<file path="config.mk">
export PLATFORM = sky130hd
export DESIGN_NAME = sim_report_gen_flat
export DESIGN_NICKNAME = d
export VERILOG_FILES = /design/src/rtl/sim_report_pkg.sv /design/src/rtl/sim_report_if.sv /design/src/rtl/sim_report_wdog.sv /design/src/rtl/sim_report_gen.sv /design/src/flat_wrapper.sv
export SDC_FILE = /design/constraint.sdc
export NUM_CORES = 1
export LEC_CHECK = 0
export BUFFER_PORTS_ARGS = -buffer_cell sky130_fd_sc_hd__buf_2
export CORE_MARGIN = 2
export CORE_UTILIZATION = 50
export DETAILED_ROUTE_END_ITERATION = 16
export HOLD_SLACK_MARGIN = 0.1
export PLACE_DENSITY = 0.75
export SYNTH_ARGS = -nofsm -noshare
export SYNTH_HDL_FRONTEND = slang
export SYNTH_SLANG_ARGS = --single-unit
</file>
<file path="constraint.sdc">
create_clock -name refclk -period 2.4 [get_ports refclk]
set_clock_uncertainty 0.2 [all_clocks]
set_input_delay 0.24 -clock refclk [delete_from_list [all_inputs] [get_ports refclk]]
set_output_delay 0.24 -clock refclk [all_outputs]
set_load 0.02 [all_outputs]
</file>
<file path="src/rtl/sim_report_pkg.sv">
// sim_report_pkg: report tags, run state and report field layout for sim_report_gen
package sim_report_pkg;

   typedef enum logic {RUN, DONE} state_t;

   localparam logic [7:0] TAG_PROG_PASS  = 8'h10;
   localparam logic [7:0] TAG_PROG_FAIL  = 8'hF0;
   localparam logic [7:0] TAG_FINAL_OK   = 8'h5C;
   localparam logic [7:0] TAG_FINAL_FAIL = 8'hFA;
   localparam logic [7:0] TAG_TIMEOUT    = 8'hDE;

   localparam int TAG_LSB  = 24;
   localparam int ID_LSB   = 16;
   localparam int PASS_LSB = 8;
   localparam int FAIL_LSB = 0;

   function automatic logic [31:0] pack_report(input logic [7:0] tag, input logic [7:0] id,
                                               input logic [7:0] pass, input logic [7:0] fail);
      logic [31:0] r;
      r = '0;
      r[TAG_LSB +: 8]  = tag;
      r[ID_LSB +: 8]   = id;
      r[PASS_LSB +: 8] = pass;
      r[FAIL_LSB +: 8] = fail;
      return r;
   endfunction

endpackage

</file>
<file path="src/rtl/sim_report_if.sv">
// sim_report_if: check-result valid/ready channel from test logic to the report generator
interface sim_report_if;
   logic       chk_valid;
   logic       chk_ready;
   logic       chk_pass;
   logic [7:0] chk_id;
   modport master (output chk_valid, chk_pass, chk_id, input chk_ready);
   modport slave (input chk_valid, chk_pass, chk_id, output chk_ready);
endinterface

</file>
<file path="src/rtl/sim_report_wdog.sv">
// sim_report_wdog: idle-cycle counter that flags expiry when a run stalls without accepted checks
module sim_report_wdog #(
   parameter int CYCLES = 100000
) (
   input  logic refclk,
   input  logic rst,
   input  logic run,
   input  logic accept,
   output logic expire
);
   localparam int W = $clog2(CYCLES);

   logic [W-1:0] cnt;

   // an accept in the expiry cycle wins, so it masks the pulse
   assign expire = run & ~accept & (cnt == W'(CYCLES - 1));

   // count idle RUN cycles, restart on every accepted check
   always_ff @(posedge refclk or negedge rst)
      if (!rst) cnt <= '0;
      else if (accept) cnt <= '0;
      else if (run) cnt <= cnt + W'(1);

endmodule

</file>
<file path="src/rtl/sim_report_gen.sv">
// sim_report_gen: tallies check results and drives sim_done/sim_success/sim_report; SIM_REPORT_WATCHDOG_EN adds an idle timeout
module sim_report_gen
   import sim_report_pkg::*;
#(
   parameter int NUM_CHECKS  = 16,
   parameter int WDOG_CYCLES = 100000
) (
   input  logic              refclk,
   input  logic              rst,
   sim_report_if.slave       chk,
   input  logic              end_req,
   output logic              sim_success,
   output logic              sim_done,
   output logic [31:0]       sim_report
);
   state_t      state, state_n;
   logic        ready, ready_n;
   logic        accept, expire, finish, success_n;
   logic [7:0]  pass_cnt, pass_n, fail_cnt, fail_n, seen_cnt, seen_n, id_n;
   logic [31:0] report_n;

   if (NUM_CHECKS < 1 || NUM_CHECKS > 255 || WDOG_CYCLES < 2) begin : g_bad_cfg
      $error("sim_report_gen: parameter out of range");
   end

   assign chk.chk_ready = ready;
   assign sim_done      = (state == DONE);
   assign accept        = chk.chk_valid & ready;

`ifdef SIM_REPORT_WATCHDOG_EN
   sim_report_wdog #(.CYCLES(WDOG_CYCLES)) u_wdog (
      .refclk (refclk),
      .rst    (rst),
      .run    (state == RUN),
      .accept (accept),
      .expire (expire)
   );
`else
   assign expire = 1'b0;
`endif

   // count the accepted check first, then decide whether this edge ends the run
   always_comb begin
      pass_n    = (accept & chk.chk_pass & (pass_cnt != 8'hFF)) ? pass_cnt + 8'd1 : pass_cnt;
      fail_n    = (accept & ~chk.chk_pass & (fail_cnt != 8'hFF)) ? fail_cnt + 8'd1 : fail_cnt;
      seen_n    = accept ? seen_cnt + 8'd1 : seen_cnt;
      id_n      = accept ? chk.chk_id : sim_report[ID_LSB +: 8];
      finish    = (state == RUN) & ((accept & (seen_n == 8'(NUM_CHECKS))) | end_req | expire);
      success_n = finish & ~expire & (fail_n == 8'd0) & (pass_n == 8'(NUM_CHECKS));
      state_n   = finish ? DONE : state;
      ready_n   = (state_n == RUN);
      report_n  = expire ? pack_report(TAG_TIMEOUT, id_n, pass_n, fail_n) :
                  finish ? pack_report(success_n ? TAG_FINAL_OK : TAG_FINAL_FAIL, id_n, pass_n, fail_n) :
                  accept ? pack_report(chk.chk_pass ? TAG_PROG_PASS : TAG_PROG_FAIL, id_n, pass_n, fail_n) :
                  sim_report;
   end

   // run state; DONE is sticky until reset
   always_ff @(posedge refclk or negedge rst)
      if (!rst) state <= RUN;
      else state <= state_n;

   // tallies, report word and handshake; ready is registered so it rises one clock after reset release
   always_ff @(posedge refclk or negedge rst)
      if (!rst) begin
         ready       <= 1'b0;
         pass_cnt    <= '0;
         fail_cnt    <= '0;
         seen_cnt    <= '0;
         sim_report  <= '0;
         sim_success <= 1'b0;
      end else begin
         ready       <= ready_n;
         pass_cnt    <= pass_n;
         fail_cnt    <= fail_n;
         seen_cnt    <= seen_n;
         sim_report  <= report_n;
         sim_success <= sim_success | success_n;
      end

endmodule
</file>
<file path="src/flat_wrapper.sv">
// flat-port wrapper written by rule: the top's interface ports become plain ports
module sim_report_gen_flat import sim_report_pkg::*;
#(
   parameter int NUM_CHECKS  = 16,
   parameter int WDOG_CYCLES = 100000
)
  (refclk, rst, end_req, sim_success, sim_done, sim_report, chk_chk_valid, chk_chk_pass, chk_chk_id, chk_chk_ready);
  sim_report_if chk_i ();
  input  logic refclk;
  input  logic rst;
  input  logic end_req;
  output logic sim_success;
  output logic sim_done;
  output logic [31:0] sim_report;
  input wire logic [$bits(chk_i.chk_valid)-1:0] chk_chk_valid;
  input wire logic [$bits(chk_i.chk_pass)-1:0] chk_chk_pass;
  input wire logic [$bits(chk_i.chk_id)-1:0] chk_chk_id;
  output wire logic [$bits(chk_i.chk_ready)-1:0] chk_chk_ready;
  assign chk_i.chk_valid = chk_chk_valid;
  assign chk_i.chk_pass = chk_chk_pass;
  assign chk_i.chk_id = chk_chk_id;
  assign chk_chk_ready = chk_i.chk_ready;
  sim_report_gen #(.NUM_CHECKS(NUM_CHECKS), .WDOG_CYCLES(WDOG_CYCLES)) u_core (.refclk(refclk), .rst(rst), .chk(chk_i), .end_req(end_req), .sim_success(sim_success), .sim_done(sim_done), .sim_report(sim_report));
endmodule
</file>
==> Yosys cells after proc, flatten, opt, wreduce, memory -nomap -nowiden <==
Index checks and enable logic that the tools add are counted.
{ "totals": {"mem_count": 0, "out_inout_bits": 35, "reg_bits": 59, "rom_bits": 0, "ramBits": 0, "wordCells": 39, "in_bits": 13, "latchBits": 0} }
{ "classes": {"n_mux": 9, "n_bitwise": 14, "n_reduce_logical": 2, "eq_ne": 4, "shift": 0, "div": 0, "n_addsub": 3, "n_mul": 0, "order_cmp": 0} }
{ "op_table": {"columns": ["cell", "n"], "rows": [
  ["$mux W32", 2],
  ["$mux W8", 6],
  ["$add A8 B1 Y8 const B", 3],
  ["$eq A8 B5 Y1 const B", 2],
  ["$ne A8 B8 Y1 const B", 2],
  ["$and A1 B1 Y1", 9],
  ["$logic_not A8 Y1", 1],
  ["$not A1 Y1", 3],
  ["$or A1 B1 Y1", 2],
  ["$reduce_bool A2 Y1", 1],
  ["$mux W1", 1]
]} }

==> Longest topological paths before layout <==
{ "depth": {"depth_word": 10, "depth_mapped": 9, "mapped_depth_nobuf": 7} }

==> Worst setup path before layout <==
No wires, ideal clock.
{ "synth_path": {"path_kind": "flip-flop to flip-flop", "startpoint": "register u_core.ready (netlist: u_core.chk.chk_ready)", "endpoint": "register u_core.sim_report[10]", "setup_time_ps": 125, "required_time_ps": 2075, "period_less_slack_ps": 2351, "path_slack_ps": 49, "path_buffers": 3, "arrival_ps": 2026, "stages_incl_launch_ff": 10, "path_cell_list": "dfrtp_1 buf_2 and4_4 buf_6 a2bb2oi_1 a31oi_1 o21ai_4 nand2_4 buf_6 mux2_4"} }
{ "synth_via": {"elab_chain_len": 7, "elab_cells_between_ends": 12, "classes_between": "eq/ne (1); mux (4); bitwise (6); reduce/logical (1)"} }
{ "synth_rtl": {"columns": ["item", "line", "source"], "rows": [
  ["start: declaration", "sim_report_gen.sv:17", "logic ready, ready_n;"],
  ["start signal: assignment", "sim_report_gen.sv:73", "ready <= ready_n;"],
  ["$and A1 B1 Y1 (*)", "sim_report_gen.sv:28", "assign accept = chk.chk_valid & ready;"],
  ["$mux W8", "sim_report_gen.sv:46", "seen_n = accept ? seen_cnt + 8'd1 : seen_cnt;"],
  ["$eq A8 B5 Y1", "sim_report_gen.sv:48", "finish = (state == RUN) & ((accept & (seen_n == 8'(NUM_CHECKS))) | end_req | expire);"],
  ["$and A1 B1 Y1", "sim_report_gen.sv:48", null],
  ["$or A1 B1 Y1", "sim_report_gen.sv:48", null],
  ["$and A1 B1 Y1", "sim_report_gen.sv:48", null],
  ["$mux W32 or $reduce_bool A2 Y1 (tied branches)", null, null],
  ["end signal: assignment", "sim_report_gen.sv:77", "sim_report <= report_n;"],
  ["end: declaration", "sim_report_gen.sv:14", "output logic [31:0] sim_report"]
]} }
Mark *: on every way between the ends. The rest lies on a longest branch, timed or not. The select of a mux whose other input is x is not followed.
A chain may end at the register's enable or synchronous reset.

==> Final worst setup path <==
{ "layout_path": {"startpoint": "register u_core.pass_cnt[1]", "endpoint": "register u_core.sim_report[25]"} }
{ "layout_via": {"elab_chain_len": 7, "elab_cells_between_ends": 8, "classes_between": "add/sub (1); eq/ne (2); mux (3); bitwise (2)"} }
{ "layout_rtl": {"columns": ["item", "line", "source"], "rows": [
  ["start: declaration", "sim_report_gen.sv:19", "logic [7:0] pass_cnt, pass_n, fail_cnt, fail_n, seen_cnt, seen_n, id_n;"],
  ["start signal: assignment", "sim_report_gen.sv:74", "pass_cnt <= pass_n;"],
  ["branches (longest 2 deep; another with $add A8 B1 Y8)", null, null],
  ["$mux W8 (*)", "sim_report_gen.sv:44", "pass_n = (accept & chk.chk_pass & (pass_cnt != 8'hFF)) ? pass_cnt + 8'd1 : pass_cnt;"],
  ["$eq A8 B5 Y1 (*)", "sim_report_gen.sv:49", "success_n = finish & ~expire & (fail_n == 8'd0) & (pass_n == 8'(NUM_CHECKS));"],
  ["$and A1 B1 Y1 (*)", "sim_report_gen.sv:49", null],
  ["$mux W8 (*)", "sim_report_gen.sv:53", "finish ? pack_report(success_n ? TAG_FINAL_OK : TAG_FINAL_FAIL, id_n, pass_n, fail_n) :"],
  ["$mux W32 (*)", "sim_report_gen.sv:53", null]
]} }
Mark *: on every way between the ends.

==> metrics.md <==
| Metric | Value |
|---|---|
| Setup TNS | 0 ns |
| Max Cap Violations | 0 |
| Detailed placement HPWL | approximately 4100 um |
| CP peak stage delay | 0.51 ns |
| WP data required | between 2 and 2.5 ns |
| Initial DRC Count | around 190 |
| DRC Markers | 0 |
| Net Sw Power | 0.5297 mW |
| Sequential Power Share | 0.453 |
| YS warnings | 0 |
| CORE AREA | 5439 um^2 |
| Worst vdd ir | between 0.4 and 0.5 mV |
| H-tree depth | 3 |
| I/O Pins | 48 |
| Netlist cell types | 53 |
| WL/cell | between 15 and 20 um |
| Mapped Avg Cell Area | 10.80 um^2 |
| Top cells by area, synth | dfrtp_1 51%, nand2_1 5.8%, mux2_4 4.9% |
| R2R Path End | u_core.sim_report[25]$_DFFE_PN0P_ |
| Fillers | 414 |
| RSZ-0062 raised after global routing | true |
| Worst Hold Class | in2async |
| Area Growth Syn to Fin | 31.28% |
| Clk root buf | clkbuf_8 |
| Antenna Diode Count | 0 |
| Num CTS Buffers | 9 |
| Post-Syn Area | 2776 um^2 |
| Flops & latches, synth | between 50 and 60 |
| Asr flop ratio synth | 1.000 |
| Synth top area share | 0.5137 |
| FF-to-FF setup slack | 0.05 ns |
| Fin nets | around 350 |
| Cell Chain, Critical Path | ha_4, and3_4, or4_4, o2bb2ai_2, nor4_1, nand4b_1, a21boi_2 |
| CP max stage cell | or4_4 |
| Slew HR | 0.6131 |
| Worst-Margin Slew | 0.5804 ns |
| DR pass1 iterations | 4 |
| GR Util All Layers | 0.2208 |
| CP Class | reg2reg |
| Die ar. | 6165 um^2 |
| Clk Latency, worst-skew pair | 0.34 ns |
| Clock Tree Buf Depth | 2 |
| Clock-pin slew on the worst setup and hold paths | around 0.07 ns |
| Crit path time final | 2.355 ns |
| Multi-input gate area | between 1000 and 1500 um^2 |
| Port Buffers | 46 |
| Via count | 2268 |
| Grt met3 use | 0.06092 |
| Post-synthesis sequential area ratio | 0.5137 |
| GR Overflow Total | 0 |
| R2r worst-path depth | 7 |
| Final setup viols | 0 |
| Initial core utilization | 0.5105 |
| Busiest grt layer | met2 |
| Met2 usage | 0.3325 |
| Post-synth EDFFs | 0 |
| Via density | 5.478 |
| LEAKAGE | between 1.5 and 2 nW |
| Worst Setup End Kind | flip-flop |
| Pin count of the biggest net entering global routing | 33 |
| Fin crit share | 0.9811 |
| DIE HEIGHT | approximately 79 um |
| GRT met1 Usage | 0.2902 |
| Antenna Nets Post-Route | 0 |
| Vias in the first global route | between 2000 and 2500 |
| Status | completed |
| Final design utilization | 0.6701 |
| Cell count after synthesis | 257 |
| Worst EP arrival | 2.39 ns |
| CP Launch Type | flip-flop |
| Clock network power share | 0.460 |
| Crit path max fanout | 4 |
| Power Dens Cells | between 600 and 700 nW/um^2 |
| Fmax | 424.7 MHz |
| R2r startpoint | u_core.pass_cnt[1]$_DFF_PN0_ |
| Final count of hold timing violations | 0 |
| Reg area | 1429 um^2 |
| Core Rows | 27 |
| P_int | 1.714 mW |
| Yosys top cell by area | dfrtp_1 |
| Sw frac | 0.2361 |
| Ys flop type | dfrtp_1 |
| Die Wd | 78.52 um |
| DRT Wirelength | 6478 um |
| Global-route wire length before repair | 10410 um |
| Initial antenna violation count | 0 |
| Gate power share | 0.087 |
| Layout cells sized above 1 | 0.3684 |
| Fin. max-slew vios | 0 |
| Syn_nets | 273 |
| Placer Congestion | 0.8796 |
| CTS tree | built |
| Pwr Total | 2.244 mW |
| Clock Sinks | 57 |
[routing by layer]
layer,wire [um],vias to the layer above
li1,-,1077
met1,2884,1092
met2,3127,82
met3,335,17
met4,131,0
met5,0,-
[cell usage after synthesis, types with 2 or more instances]
master,number
mux2_2,7
nor3_1,6
mux2_4,9
a31oi_1,3
and4_1,3
o21ai_0,4
or2_1,3
xnor2_1,10
o211a_1,2
nand2_1,43
inv_1,2
nor4_1,2
and2_1,4
a211oi_1,4
buf_4,2
nand3b_1,2
buf_2,7
a21boi_0,2
clkbuf_1,2
xor2_1,3
dfrtp_1,57
nand2b_1,4
nand4_1,10
a21oi_1,7
ha_1,3
and3_1,3
nor2_1,12
mux2_1,6
buf_6,2
nor2b_1,3
nand3_1,8
[logic make-up (layout without fill, tap and decap cells)]
| group | after synthesis | in the layout | synth area share |
|---|---|---|---|
| other | 1 | 1 | 0.001351 |
| multiplexers | 23 | 23 | 0.1050 |
| flip-flops | 57 | 57 | 0.5137 |
| AND/OR/NAND/NOR | 111 | 111 | 0.2050 |
| buffers and inverters | 15 | 100 | 0.03154 |
| AO/OA/AOI/OAI | 34 | 34 | 0.08878 |
| adder cells (fa/ha/maj) | 3 | 3 | 0.01352 |
| XOR/XNOR | 13 | 13 | 0.04101 |
[worst max-delay path, delay by kind of cell (launching register included)]
kind                       cells  cell delay [ns]
adders and majority gates      1             0.20
and+or+nand+nor                4             1.06
AOI/OAI and AO/OA              2             0.35
DFF                            1             0.43
[stage by stage]
stage / area (um^2) / cells / hold slack, ns / setup slack (ns)
floorplan: 2776 / 257 / -0.2556 / 0.04875
global placement: 3172 / 381 / 0.06685 / -0.001155
detailed placement: 3172 / 381 / 0.08400 / -0.02394
CTS: 3505 / 406 / 0.2376 / 0.0001397
global route: 3645 / 414 / 0.2762 / -0.02442
finish: 3645 / 414 / 0.2221 / 0.04525
[worst max-delay path by stage]
| stage | from | end | cells after the start |
|---|---|---|---|
| floorplan | u_core.chk.chk_ready$_DFF_PN0_ | u_core.sim_report[10]$_DFFE_PN0P_ | 9 |
| global placement | u_core.chk.chk_ready$_DFF_PN0_ | u_core.sim_report[29]$_DFFE_PN0P_ | 6 |
| detailed placement | u_core.pass_cnt[1]$_DFF_PN0_ | u_core.sim_report[25]$_DFFE_PN0P_ | 7 |
| CTS | u_core.chk.chk_ready$_DFF_PN0_ | u_core.sim_report[25]$_DFFE_PN0P_ | 6 |
| global route | u_core.pass_cnt[1]$_DFF_PN0_ | u_core.sim_report[25]$_DFFE_PN0P_ | 7 |
| finish | u_core.pass_cnt[1]$_DFF_PN0_ | u_core.sim_report[25]$_DFFE_PN0P_ | 7 |
[registers in the layout, indices dropped and copies added (netlist names)]
| signal | cells |
|---|---|
| u_core.seen_cnt | 8 |
| u_core.pass_cnt | 8 |
| u_core.sim_done | 1 |
| u_core.fail_cnt | 8 |
| u_core.sim_success | 1 |
| u_core.chk.chk_ready | 1 |
| u_core.sim_report | 30 |
[final cells by class]
cell class | instances | share of cell area
clock buffer | 11 | 0.04154
multi-input combinational | 185 | 0.3697
clock inverter | 4 | 0.02094
inverter | 2 | 0.002060
tap | 72 | 0.02472
timing repair buffer | 83 | 0.1490
sequential | 57 | 0.3920
[power groups by stage]
stage	sequential, mW	combinational, mW	clock (mW)
floorplan	1.07	0.0536	0
global placement	1.03	0.162	0
detailed placement	1.03	0.167	0
CTS	1.02	0.179	1.04
global route	1.02	0.213	1.09
finish	1.02	0.195	1.03
[layout by cell type, fill, tap and decap left out, types with 3 or more instances in the layout]
cell,netlist,routed
a21oi_1,7,7
and2_1,4,4
buf_2,7,47
buf_4,2,25
clkbuf_8,0,11
dfrtp_1,57,55
dlygate4sd3_1,0,10
mux2_1,6,6
mux2_2,7,7
mux2_4,9,9
nand2_1,43,43
nand2b_1,4,4
nand3_1,8,7
nand4_1,10,10
nor2_1,12,12
nor2b_1,3,3
nor3_1,6,4
o21ai_0,4,4
or2_1,3,3
xnor2_1,10,10
xor2_1,3,3
[repair_timing]
action	4_1_cts	5_1_grt
hold buffers	10	0
pin swaps	1	9
endpoints found under the setup margin	2	20
hold endpoints to repair	35	0
buffers inserted	0	8
gates resized for setup	3	19
Power figures use the tool's default switching activity.
